## src/rtl/formula_sweep_pkg.sv

```systemverilog
// Shared definitions for the formula sweep controller.
//   state_e    : controller states (IDLE, LOAD, SWEEP, FLUSH, DONE)
//   MODE_FIRST : stop at the first falsifying Y assignment
//   MODE_COUNT : sweep every Y assignment and count the falsifying ones
package formula_sweep_pkg;

   typedef enum logic [2:0] {
      ST_IDLE  = 3'd0,
      ST_LOAD  = 3'd1,
      ST_SWEEP = 3'd2,
      ST_FLUSH = 3'd3,
      ST_DONE  = 3'd4
   } state_e;

   localparam logic MODE_FIRST = 1'b0;
   localparam logic MODE_COUNT = 1'b1;

endpackage

```

## src/rtl/formula_sweep_ctrl_sweep_counter.sv

```systemverilog
// Y enumerator and result counters for the formula sweep controller.
// Ports:
//   clk, rst  : clock, asynchronous active-high reset
//   clear     : restart enumeration and zero both counters
//   eval      : an assignment is evaluated this cycle
//   fail      : the evaluated assignment falsified the formula
//   advance   : step Y to the next assignment
//   y         : current Y assignment (drives the formula Y inputs)
//   last      : y is all-ones
//   eval_cnt  : assignments evaluated since clear
//   fail_cnt  : falsifying assignments since clear, saturating at 2^NY
module sweep_counter #(
   parameter int NY = 15
) (
   input  logic          clk,
   input  logic          rst,
   input  logic          clear,
   input  logic          eval,
   input  logic          fail,
   input  logic          advance,
   output logic [NY-1:0] y,
   output logic          last,
   output logic [NY:0]   eval_cnt,
   output logic [NY:0]   fail_cnt
);

   localparam logic [NY:0] CNT_MAX = {1'b1, {NY{1'b0}}};

   assign last = &y;

   always_ff @(posedge clk or posedge rst) begin
      if (rst) begin
         y        <= '0;
         eval_cnt <= '0;
         fail_cnt <= '0;
      end else if (clear) begin
         y        <= '0;
         eval_cnt <= '0;
         fail_cnt <= '0;
      end else begin
         // The controller never requests advance on the last assignment,
         // so y cannot wrap past all-ones.
         if (advance)
            y <= y + 1'b1;
         if (eval)
            eval_cnt <= eval_cnt + 1'b1;
         if (fail && (fail_cnt != CNT_MAX))
            fail_cnt <= fail_cnt + 1'b1;
      end
   end

endmodule

```

## src/rtl/formula_sweep_ctrl.sv

```systemverilog
// Sweep controller: latches a fixed X assignment, enumerates every Y
// assignment of an external combinational formula and reports either
// "all satisfied", the first counterexample, or the number of failures.
// Handshake: start is a one-cycle request honoured only when idle (busy=0);
// done pulses for one cycle when results are valid, and results hold until
// the next accepted start.
// Ports:
//   clk, rst    : clock, asynchronous active-high reset
//   start       : run request (IDLE only)
//   count_mode  : sampled with start; 0 = stop at first failure, 1 = count all
//   abort       : ends an active run (LOAD/SWEEP)
//   x_in        : X assignment latched on accepted start
//   f_x, f_y    : registered formula inputs
//   f_o         : formula output, combinational from f_x/f_y
//   busy, done  : run in progress / one-cycle completion pulse
//   all_sat, cex_found, cex_y, aborted, fail_cnt, eval_cnt : results
//   dbg_state   : current controller state
module formula_sweep_ctrl #(
   parameter int NX = 16,
   parameter int NY = 15
) (
   input  logic          clk,
   input  logic          rst,
   input  logic          start,
   input  logic          count_mode,
   input  logic          abort,
   input  logic [NX-1:0] x_in,
   output logic [NX-1:0] f_x,
   output logic [NY-1:0] f_y,
   input  logic          f_o,
   output logic          busy,
   output logic          done,
   output logic          all_sat,
   output logic          cex_found,
   output logic [NY-1:0] cex_y,
   output logic          aborted,
   output logic [NY:0]   fail_cnt,
   output logic [NY:0]   eval_cnt,
   output logic [2:0]    dbg_state
);

   import formula_sweep_pkg::*;

   localparam logic [2:0] IDLE  = ST_IDLE;
   localparam logic [2:0] LOAD  = ST_LOAD;
   localparam logic [2:0] SWEEP = ST_SWEEP;
   localparam logic [2:0] FLUSH = ST_FLUSH;
   localparam logic [2:0] DONE  = ST_DONE;

   logic [2:0] state;
   logic       mode;
   logic       accept;
   logic       eval;
   logic       fail;
   logic       stop_first;
   logic       last;
   logic       advance;

   assign accept     = (state == IDLE) && start;
   // Abort pre-empts evaluation, so a simultaneous failure is not counted.
   assign eval       = (state == SWEEP) && !abort;
   assign fail       = eval && !f_o;
   assign stop_first = fail && (mode == MODE_FIRST);
   assign advance    = eval && !last && !stop_first;

   assign busy      = (state == LOAD) || (state == SWEEP) || (state == FLUSH);
   assign done      = (state == DONE);
   assign dbg_state = state;

   sweep_counter #(.NY(NY)) u_counter (
      .clk      (clk),
      .rst      (rst),
      .clear    (accept),
      .eval     (eval),
      .fail     (fail),
      .advance  (advance),
      .y        (f_y),
      .last     (last),
      .eval_cnt (eval_cnt),
      .fail_cnt (fail_cnt)
   );

   always_ff @(posedge clk or posedge rst) begin
      if (rst) begin
         state     <= IDLE;
         mode      <= MODE_FIRST;
         f_x       <= '0;
         cex_y     <= '0;
         cex_found <= 1'b0;
         aborted   <= 1'b0;
         all_sat   <= 1'b0;
      end else begin
         case (state)
            IDLE: begin
               if (start) begin
                  f_x       <= x_in;
                  mode      <= count_mode;
                  cex_y     <= '0;
                  cex_found <= 1'b0;
                  aborted   <= 1'b0;
                  all_sat   <= 1'b0;
                  state     <= LOAD;
               end
            end
            LOAD: begin
               // Settle cycle: f_y is already 0 and the formula output
               // becomes valid for the first evaluation.
               if (abort) begin
                  aborted <= 1'b1;
                  state   <= FLUSH;
               end else begin
                  state <= SWEEP;
               end
            end
            SWEEP: begin
               if (abort) begin
                  aborted <= 1'b1;
                  state   <= FLUSH;
               end else begin
                  if (!f_o && !cex_found) begin
                     cex_y     <= f_y;
                     cex_found <= 1'b1;
                  end
                  if (stop_first || last)
                     state <= FLUSH;
               end
            end
            FLUSH: begin
               all_sat <= !cex_found && !aborted;
               state   <= DONE;
            end
            DONE: begin
               state <= IDLE;
            end
            default: begin
               state <= IDLE;
            end
         endcase
      end
   end

endmodule

```

## config.mk

```make
export PLATFORM = sky130hd
export DESIGN_NAME = formula_sweep_ctrl
export DESIGN_NICKNAME = d
export VERILOG_FILES = /design/src/rtl/formula_sweep_pkg.sv /design/src/rtl/formula_sweep_ctrl_sweep_counter.sv /design/src/rtl/formula_sweep_ctrl.sv
export SDC_FILE = /design/constraint.sdc
export NUM_CORES = 1
export LEC_CHECK = 0
export BUFFER_PORTS_ARGS = -buffer_cell sky130_fd_sc_hd__buf_2
export CAP_MARGIN = 20
export CORE_ASPECT_RATIO = 0.8
export CORE_UTILIZATION = 50
export CTS_BUF_LIST = sky130_fd_sc_hd__clkbuf_4
export CTS_CLUSTER_SIZE = 30
export DETAILED_ROUTE_END_ITERATION = 8
export GPL_TIMING_DRIVEN = 0
export PLACE_DENSITY = 0.79
export SLEW_MARGIN = 20
export SYNTH_ARGS = -nofsm -noshare
export SYNTH_HDL_FRONTEND = slang
export SYNTH_SLANG_ARGS = --single-unit
```

## constraint.sdc

```tcl
create_clock -name clk -period 2.19 [get_ports clk]
set_input_delay 0.219 -clock clk [delete_from_list [all_inputs] [get_ports clk]]
set_output_delay 0.219 -clock clk [all_outputs]
set_load 0.02 [all_outputs]
```

==> impl_metrics.json, run 1 <==
{
  "outcome": "complete, no violations",
  "synth-edff-count": 0,
  "core_area_sq_mm": 0.008019,
  "grt_pass1_wl_um": 18040,
  "grt-ovfl-total": 0,
  "yosysWarningCount": 0,
  "report.final.slew_viol_count": 0,
  "io_buffers": 107,
  "drt_wl_total_um": 10910,
  "path_cells": "ha_1 > nand3_2 > or4_4 > buf_6 > and4_4 > a221o_1",
  "area_growth_pct": 27.70,
  "layout_common_cells": "buf_2, nand2_1, dfrtp_1, nand3_1, o21ai_0",
  "post-route-min-period_ps": 2124,
  "cts_root_buf": "clkbuf_4",
  "relSlewSlack": 0.5532,
  "fin_crit_sh": 0.9699,
  "syn_inst": 436,
  "place.gp.congestion": 0.8213,
  "start_kind": "flip-flop",
  "viasPerCell": 5.673,
  "grt.busiest_layer": "met2",
  "max_slew.worst_pin.slew_ps": 665.8,
  "worstHoldStart": "abort",
  "initial_utilization": 0.5210,
  "use_met3": 0.07494,
  "dr.pass1.iters": 5,
  "whs_ps": 67.49,
  "cts_tree": "done",
  "holdPathStages": 2,
  "min_path_type": "primary input to flip-flop",
  "die_w_um": 104.2,
  "dieArea_sq_mm": 0.008727,
  "ios": 108,
  "path_clk_slew_ps": 140,
  "final_cells": 691,
  "antenna_found_initial": 0,
  "clock_sinks": 85,
  "crit_type": "flip-flop to flip-flop",
  "finClkSkew_ps": 19.60,
  "ys_seq_area_frac": 0.5091,
  "cts.path.max_buffers": 2,
  "dp_cells": 654,
  "peakVddDrop_uv": 697.3,
  "reg2reg_to": "u_counter.y[11]",
  "ant_nets": 0,
  "fmax_mhz": 470.8,
  "cts_buffers": 9,
  "avgRoutedWirePerCell_um": 15.78,
  "die-height_um": 83.76,
  "layout_commonest_cell": "buf_2",
  "final_util": 0.6653,
  "maxCapViolations": 0,
  "cp_slowest_cell": "or4_4",
  "critPathArrivalTime_ps": 2470,
  "ys_types": 59,
  "syn_area_sq_mm": 0.004178,
  "hpwl_um": 7371,
  "setup_violations": 0,
  "setup_tns_ps": 0,
  "critPathMaxStageDelay_ps": 550,
  "critPathMaxFanout": 7,
  "rr_worst_depth": 6,
  "drt_iter0_markers": 192,
  "ctsHtreeMaxLevel": 3,
  "use_met2": 0.4200,
  "cp.required_ps": 2540,
  "synth_fp_nets": 462,
  "track_usage": 0.2596,
  "grt_max_degree": 30,
  "fill_cells": 668,
  "rows": 29,
  "hold_violations": 0,
  "p_leak_nw": 2.716,
  "use_met1": 0.3444,
  "clk_latency_ps": 450,
  "via_count": 3920,
  "ys_dominant_reg_cell": "dfrtp_1",
  "syn-mean-instance-area_sq_um": 9.582,
  "drc": 0,
  "n_antenna_cell": 0,
  "grt_pass1_vias": 3725,
  "end_kind": "flip-flop",
  "r2r-start": "u_counter.y[1]",
  "ys_seq_elements": 85,
  "final_nets": 604,
  "hold_path_end": "aborted",
  "async_reset_ff_frac": 1.000,
  "cellPowerDensity_mw_per_mm2": 904.2,
  "finalPower_mw": 4.824,
  "drive_gt1_frac": 0.2882,
  "rrSetupSlack_ps": 70
}
==> flip-flops by register name, indices dropped and copies added, names as in the netlist <==
| register | flops |
|---|---|
| u_counter.eval_cnt | 16 |
| mode | 1 |
| cex_y | 15 |
| aborted | 1 |
| all_sat | 1 |
| u_counter.y | 15 |
| dbg_state | 3 |
| cex_found | 1 |
| f_x | 16 |
| u_counter.fail_cnt | 16 |
==> layer usage <==
layer	vias to the layer above	part of all wire
met1	1902	0.45
li1	1842	-
met2	157	0.47
met3	19	0.072
met4	0	0.011
met5	-	0
==> final cells by class <==
| type | instances | area (sq um) | share of cell area |
|---|---|---|---|
| repair buffers | 132 | 813.3 | 0.1524 |
| inverters | 5 | 22.52 | 0.004221 |
| clock buffers | 11 | 82.58 | 0.01548 |
| plain buffers | 24 | 138.9 | 0.02603 |
| well taps | 108 | 135.1 | 0.02533 |
| flip-flops and latches | 85 | 2130 | 0.3992 |
| clock inverters | 5 | 82.58 | 0.01548 |
| multi-input cells | 321 | 1931 | 0.3619 |
==> timing repair <==
item	CTS	global route
resized for setup	4	14
buffers inserted	0	4
hold buffers	18	0
hold endpoints to repair	50	0
pin swaps	0	2
endpoints found under the setup margin	17	41
==> through the flow <==
step	setup slack [ps]	instance area (sq um)
final	65.93	5335
after global routing	-24.67	5335
after CTS	8.084	5285
after detailed placement	-157.4	4920
after global placement	-132.9	4852
after floorplan	86.45	4182
==> worst max-delay path by stage <==
stage,from,to,depth (start not counted)
finish,u_counter.y[1],u_counter.y[11],6
global placement,dbg_state[2],u_counter.fail_cnt[1],5
CTS,dbg_state[2],cex_y[5],6
global route,dbg_state[2],cex_y[5],6
floorplan,u_counter.y[0],u_counter.y[9],6
detailed placement,dbg_state[2],u_counter.fail_cnt[4],5
==> power by group <==
part	internal, mW	leakage, nW	switching [mW]
Combinational	0.602	1.48	1.14
Clock	0.493	0.0914	0.556
Sequential	1.83	1.15	0.200
==> cell usage after synthesis, types with 2 or more instances <==
| library cell | number | share of area |
|---|---|---|
| nand2_1 | 105 | 0.094 |
| dfrtp_1 | 85 | 0.51 |
| nand3_1 | 25 | 0.030 |
| o21ai_0 | 23 | 0.028 |
| nor2_1 | 19 | 0.017 |
| a21oi_1 | 14 | 0.017 |
| nand4_1 | 12 | 0.018 |
| nor3_1 | 12 | 0.014 |
| clkbuf_1 | 11 | 0.0099 |
| mux2i_1 | 11 | 0.026 |
| o31ai_1 | 10 | 0.018 |
| buf_2 | 9 | 0.011 |
| or4_1 | 8 | 0.014 |
| a221o_1 | 6 | 0.014 |
| and3_1 | 6 | 0.0090 |
| and2_1 | 5 | 0.0075 |
| inv_1 | 5 | 0.0045 |
| or3_1 | 5 | 0.0075 |
| xor2_1 | 5 | 0.010 |
| and4_1 | 4 | 0.0084 |
| ha_1 | 4 | 0.012 |
| nand2b_1 | 4 | 0.0060 |
| xnor2_1 | 4 | 0.0084 |
| buf_6 | 3 | 0.0081 |
| a22o_1 | 2 | 0.0042 |
| a31oi_1 | 2 | 0.0030 |
| and4_4 | 2 | 0.0054 |
| nor4_1 | 2 | 0.0030 |
| nor4b_1 | 2 | 0.0042 |
| o21ai_1 | 2 | 0.0024 |
==> critical path, delay by kind of cell, from the launching register on <==
| family | cells | cell delay [ps] |
|---|---|---|
| adder cells (fa/ha/maj) | 1 | 280 |
| AND/OR/NAND/NOR | 3 | 880 |
| buffers and inverters | 1 | 150 |
| AO/OA/AOI/OAI | 1 | 250 |
| flip-flops | 1 | 460 |
==> cells by family (layout without fill, tap and decap cells) <==
logic type	Yosys count	after routing	synth area share
mux	12	12	0.02905
flops	85	85	0.5091
simple gates	229	229	0.2905
fa+ha+maj	4	4	0.01198
buf+inv	30	177	0.03594
xor+xnor	9	9	0.01887
compound gates	67	67	0.1045
Power figures use the tool's default switching activity.
==> run 2: changes to the inputs <==
--- a/config.mk
+++ b/config.mk
@@ -14,6 +14,7 @@
 export DETAILED_ROUTE_END_ITERATION = 8
 export GPL_TIMING_DRIVEN = 0
 export PLACE_DENSITY = 0.79
+export REMOVE_ABC_BUFFERS = 1
 export SLEW_MARGIN = 20
 export SYNTH_ARGS = -nofsm -noshare
 export SYNTH_HDL_FRONTEND = slang
==> impl_metrics.json, run 2 (same netlist as run 1, synthesis figures left out) <==
{
  "outcome": "complete, no violations",
  "die-height_um": 83.76,
  "cp.required_ps": 2520,
  "cts_buffers": 9,
  "hpwl_um": 6650,
  "p_seq_frac": 0.470,
  "critPathArrivalTime_ps": 2440,
  "critPathMaxStageDelay_ps": 650,
  "grt-ovfl-total": 0,
  "viasPerCell": 5.624,
  "peakVddDrop_uv": 899.9,
  "grt_pass1_wl_um": 16720,
  "fin_crit_sh": 0.9619,
  "swShare": 0.4120,
  "drive_gt1_frac": 0.2771,
  "final_nets": 584,
  "critPathMaxFanout": 7,
  "core_area_sq_mm": 0.008019,
  "cpLargestDelayFamily": "simple AND/OR/NAND/NOR gates",
  "cts_tree": "done",
  "max_slew.worst_pin.slew_ps": 632.3,
  "ctsHtreeMaxLevel": 3,
  "rows": 29,
  "initial_utilization": 0.5210,
  "switchingPower_mw": 1.842,
  "cts_root_buf": "clkbuf_4",
  "ant_nets": 0,
  "grt_max_degree": 55,
  "track_usage": 0.2387,
  "p_leak_nw": 2.630,
  "finalPower_mw": 4.472,
  "via_count": 3774,
  "end_kind": "flip-flop",
  "clk_latency_ps": 430,
  "cts.path.max_buffers": 2,
  "hold_violations": 0,
  "relSlewSlack": 0.5757,
  "post-route-min-period_ps": 2107,
  "r2r-start": "u_counter.y[0]",
  "grt_pass1_vias": 3437,
  "dr.pass1.iters": 4,
  "drt_wl_total_um": 9967,
  "dieArea_sq_mm": 0.008727,
  "internal_power_mw": 2.630,
  "path_buf_inv": 0,
  "drc": 0,
  "crit_start": "u_counter.y[0]",
  "cp_slowest_cell": "or4_4",
  "cellPowerDensity_mw_per_mm2": 863.3,
  "avgRoutedWirePerCell_um": 14.85,
  "fill_cells": 678,
  "layout_common_cells": "buf_2, nand2_1, dfrtp_1, nand3_1, o21ai_0",
  "rsz0062_at_grt": "no",
  "clock_sinks": 85,
  "fmax_mhz": 474.7,
  "die_w_um": 104.2,
  "maxCapViolations": 0,
  "min_path_type": "primary input to flip-flop",
  "power_frac_comb": 0.355,
  "path_clk_slew_ps": 140,
  "worstHoldStart": "abort",
  "area_growth_pct": 23.99,
  "ios": 108,
  "place.gp.congestion": 0.8483,
  "setup_violations": 0,
  "start_kind": "flip-flop",
  "p_clk_frac": 0.175,
  "drt_iter0_markers": 205,
  "n_antenna_cell": 0,
  "finClkSkew_ps": 12.37,
  "crit_type": "flip-flop to flip-flop",
  "layout_commonest_cell": "buf_2",
  "final_util": 0.6460,
  "top_regs": "f_x: 16 flops, u_counter.eval_cnt: 16 flops, u_counter.fail_cnt: 16 flops",
  "report.final.slew_viol_count": 0,
  "path_cells": "ha_1 > nand3_1 > or4_4 > and4_4 > a221o_1",
  "io_buffers": 107,
  "antenna_found_initial": 0
}
[run 2: cell types whose count changed in the layout (fill, tap and decap cells not counted), sizes merged]
cell / before / now
clkinv: 2 / 4
clkbuf: 22 / 9
buf: 127 / 118
clkinvlp: 1 / 2
bufinv: 2 / 0
inv: 5 / 6
[run 2: layout make-up]
type	count	area, sq um	share of cell area
inverter	5	21.27	0.004106
timing repair buffer	136	838.3	0.1618
multi-input combinational	321	1937	0.3739
sequential	85	2130	0.4111
clock inverter	7	51.30	0.009903
tap	108	135.1	0.02609
clock buffer	9	67.56	0.01304
[run 2: final timing paths]
| check | to | cells past startpoint | slack, ps |
|---|---|---|---|
| max | u_counter.y[9] | 5 | 80 |
| max reg2reg | u_counter.y[9] | 5 | 80 |
| min reg2reg | f_x[7] | 2 | 490 |
| min in group asynchronous | f_x[11] | 3 | 330 |
| min | aborted | 2 | 100 |
| max in group asynchronous | u_counter.y[0] | 4 | 1260 |
[run 2: what timing repair did]
item / 4_1_cts / 5_1_grt
pin swaps: 2 / 3
gates resized for setup: 2 / 4
endpoints found under the setup margin: 50 / 29
hold buffers: 18 / 0
endpoints found under the hold margin: 48 / 0
setup buffers: 4 / 3
[run 2: routing by layer]
layer / routed length, um / up-vias / global-route usage
met3: 543 / 15 / 0.04996
met4: 136 / 0 / 0.08182
met1: 4530 / 1814 / 0.3159
li1: - / 1805 / -
met2: 4756 / 140 / 0.3921
met5: 0 / - / 0
[run 2: worst register-to-register path, cell delays in order (launching register included)]
cell and delay, ps:
dfrtp_2 450, ha_1 250, nand3_1 210, or4_4 650, and4_4 220, a221o_1 250
[run 2: metrics by stage]
step | setup WS (ps) | setup TNS (ps) | hold slack [ps] | instance area (sq um) | std cells
after floorplan | -926.1 | -58290 | 324.4 | 4046 | 411
after global placement | -1925 | -191950 | 414.6 | 4717 | 626
after CTS | 36.45 | 0 | 56.11 | 5141 | 668
after detailed placement | -199.0 | -4740 | 249.8 | 4792 | 630
final | 83.39 | 0 | 97.37 | 5180 | 671
after global routing | 2.584 | 0 | 80.60 | 5180 | 671
[run 2: power by group through the flow]
stage                     Combinational [mW]  Sequential [mW]  Clock (mW)
after floorplan                        0.667             2.38           0
after CTS                               1.56             2.09       0.829
final                                   1.59             2.10       0.783
after detailed placement                1.50             2.12           0
after global routing                    1.74             2.14       0.869
after global placement                  1.43             2.08           0
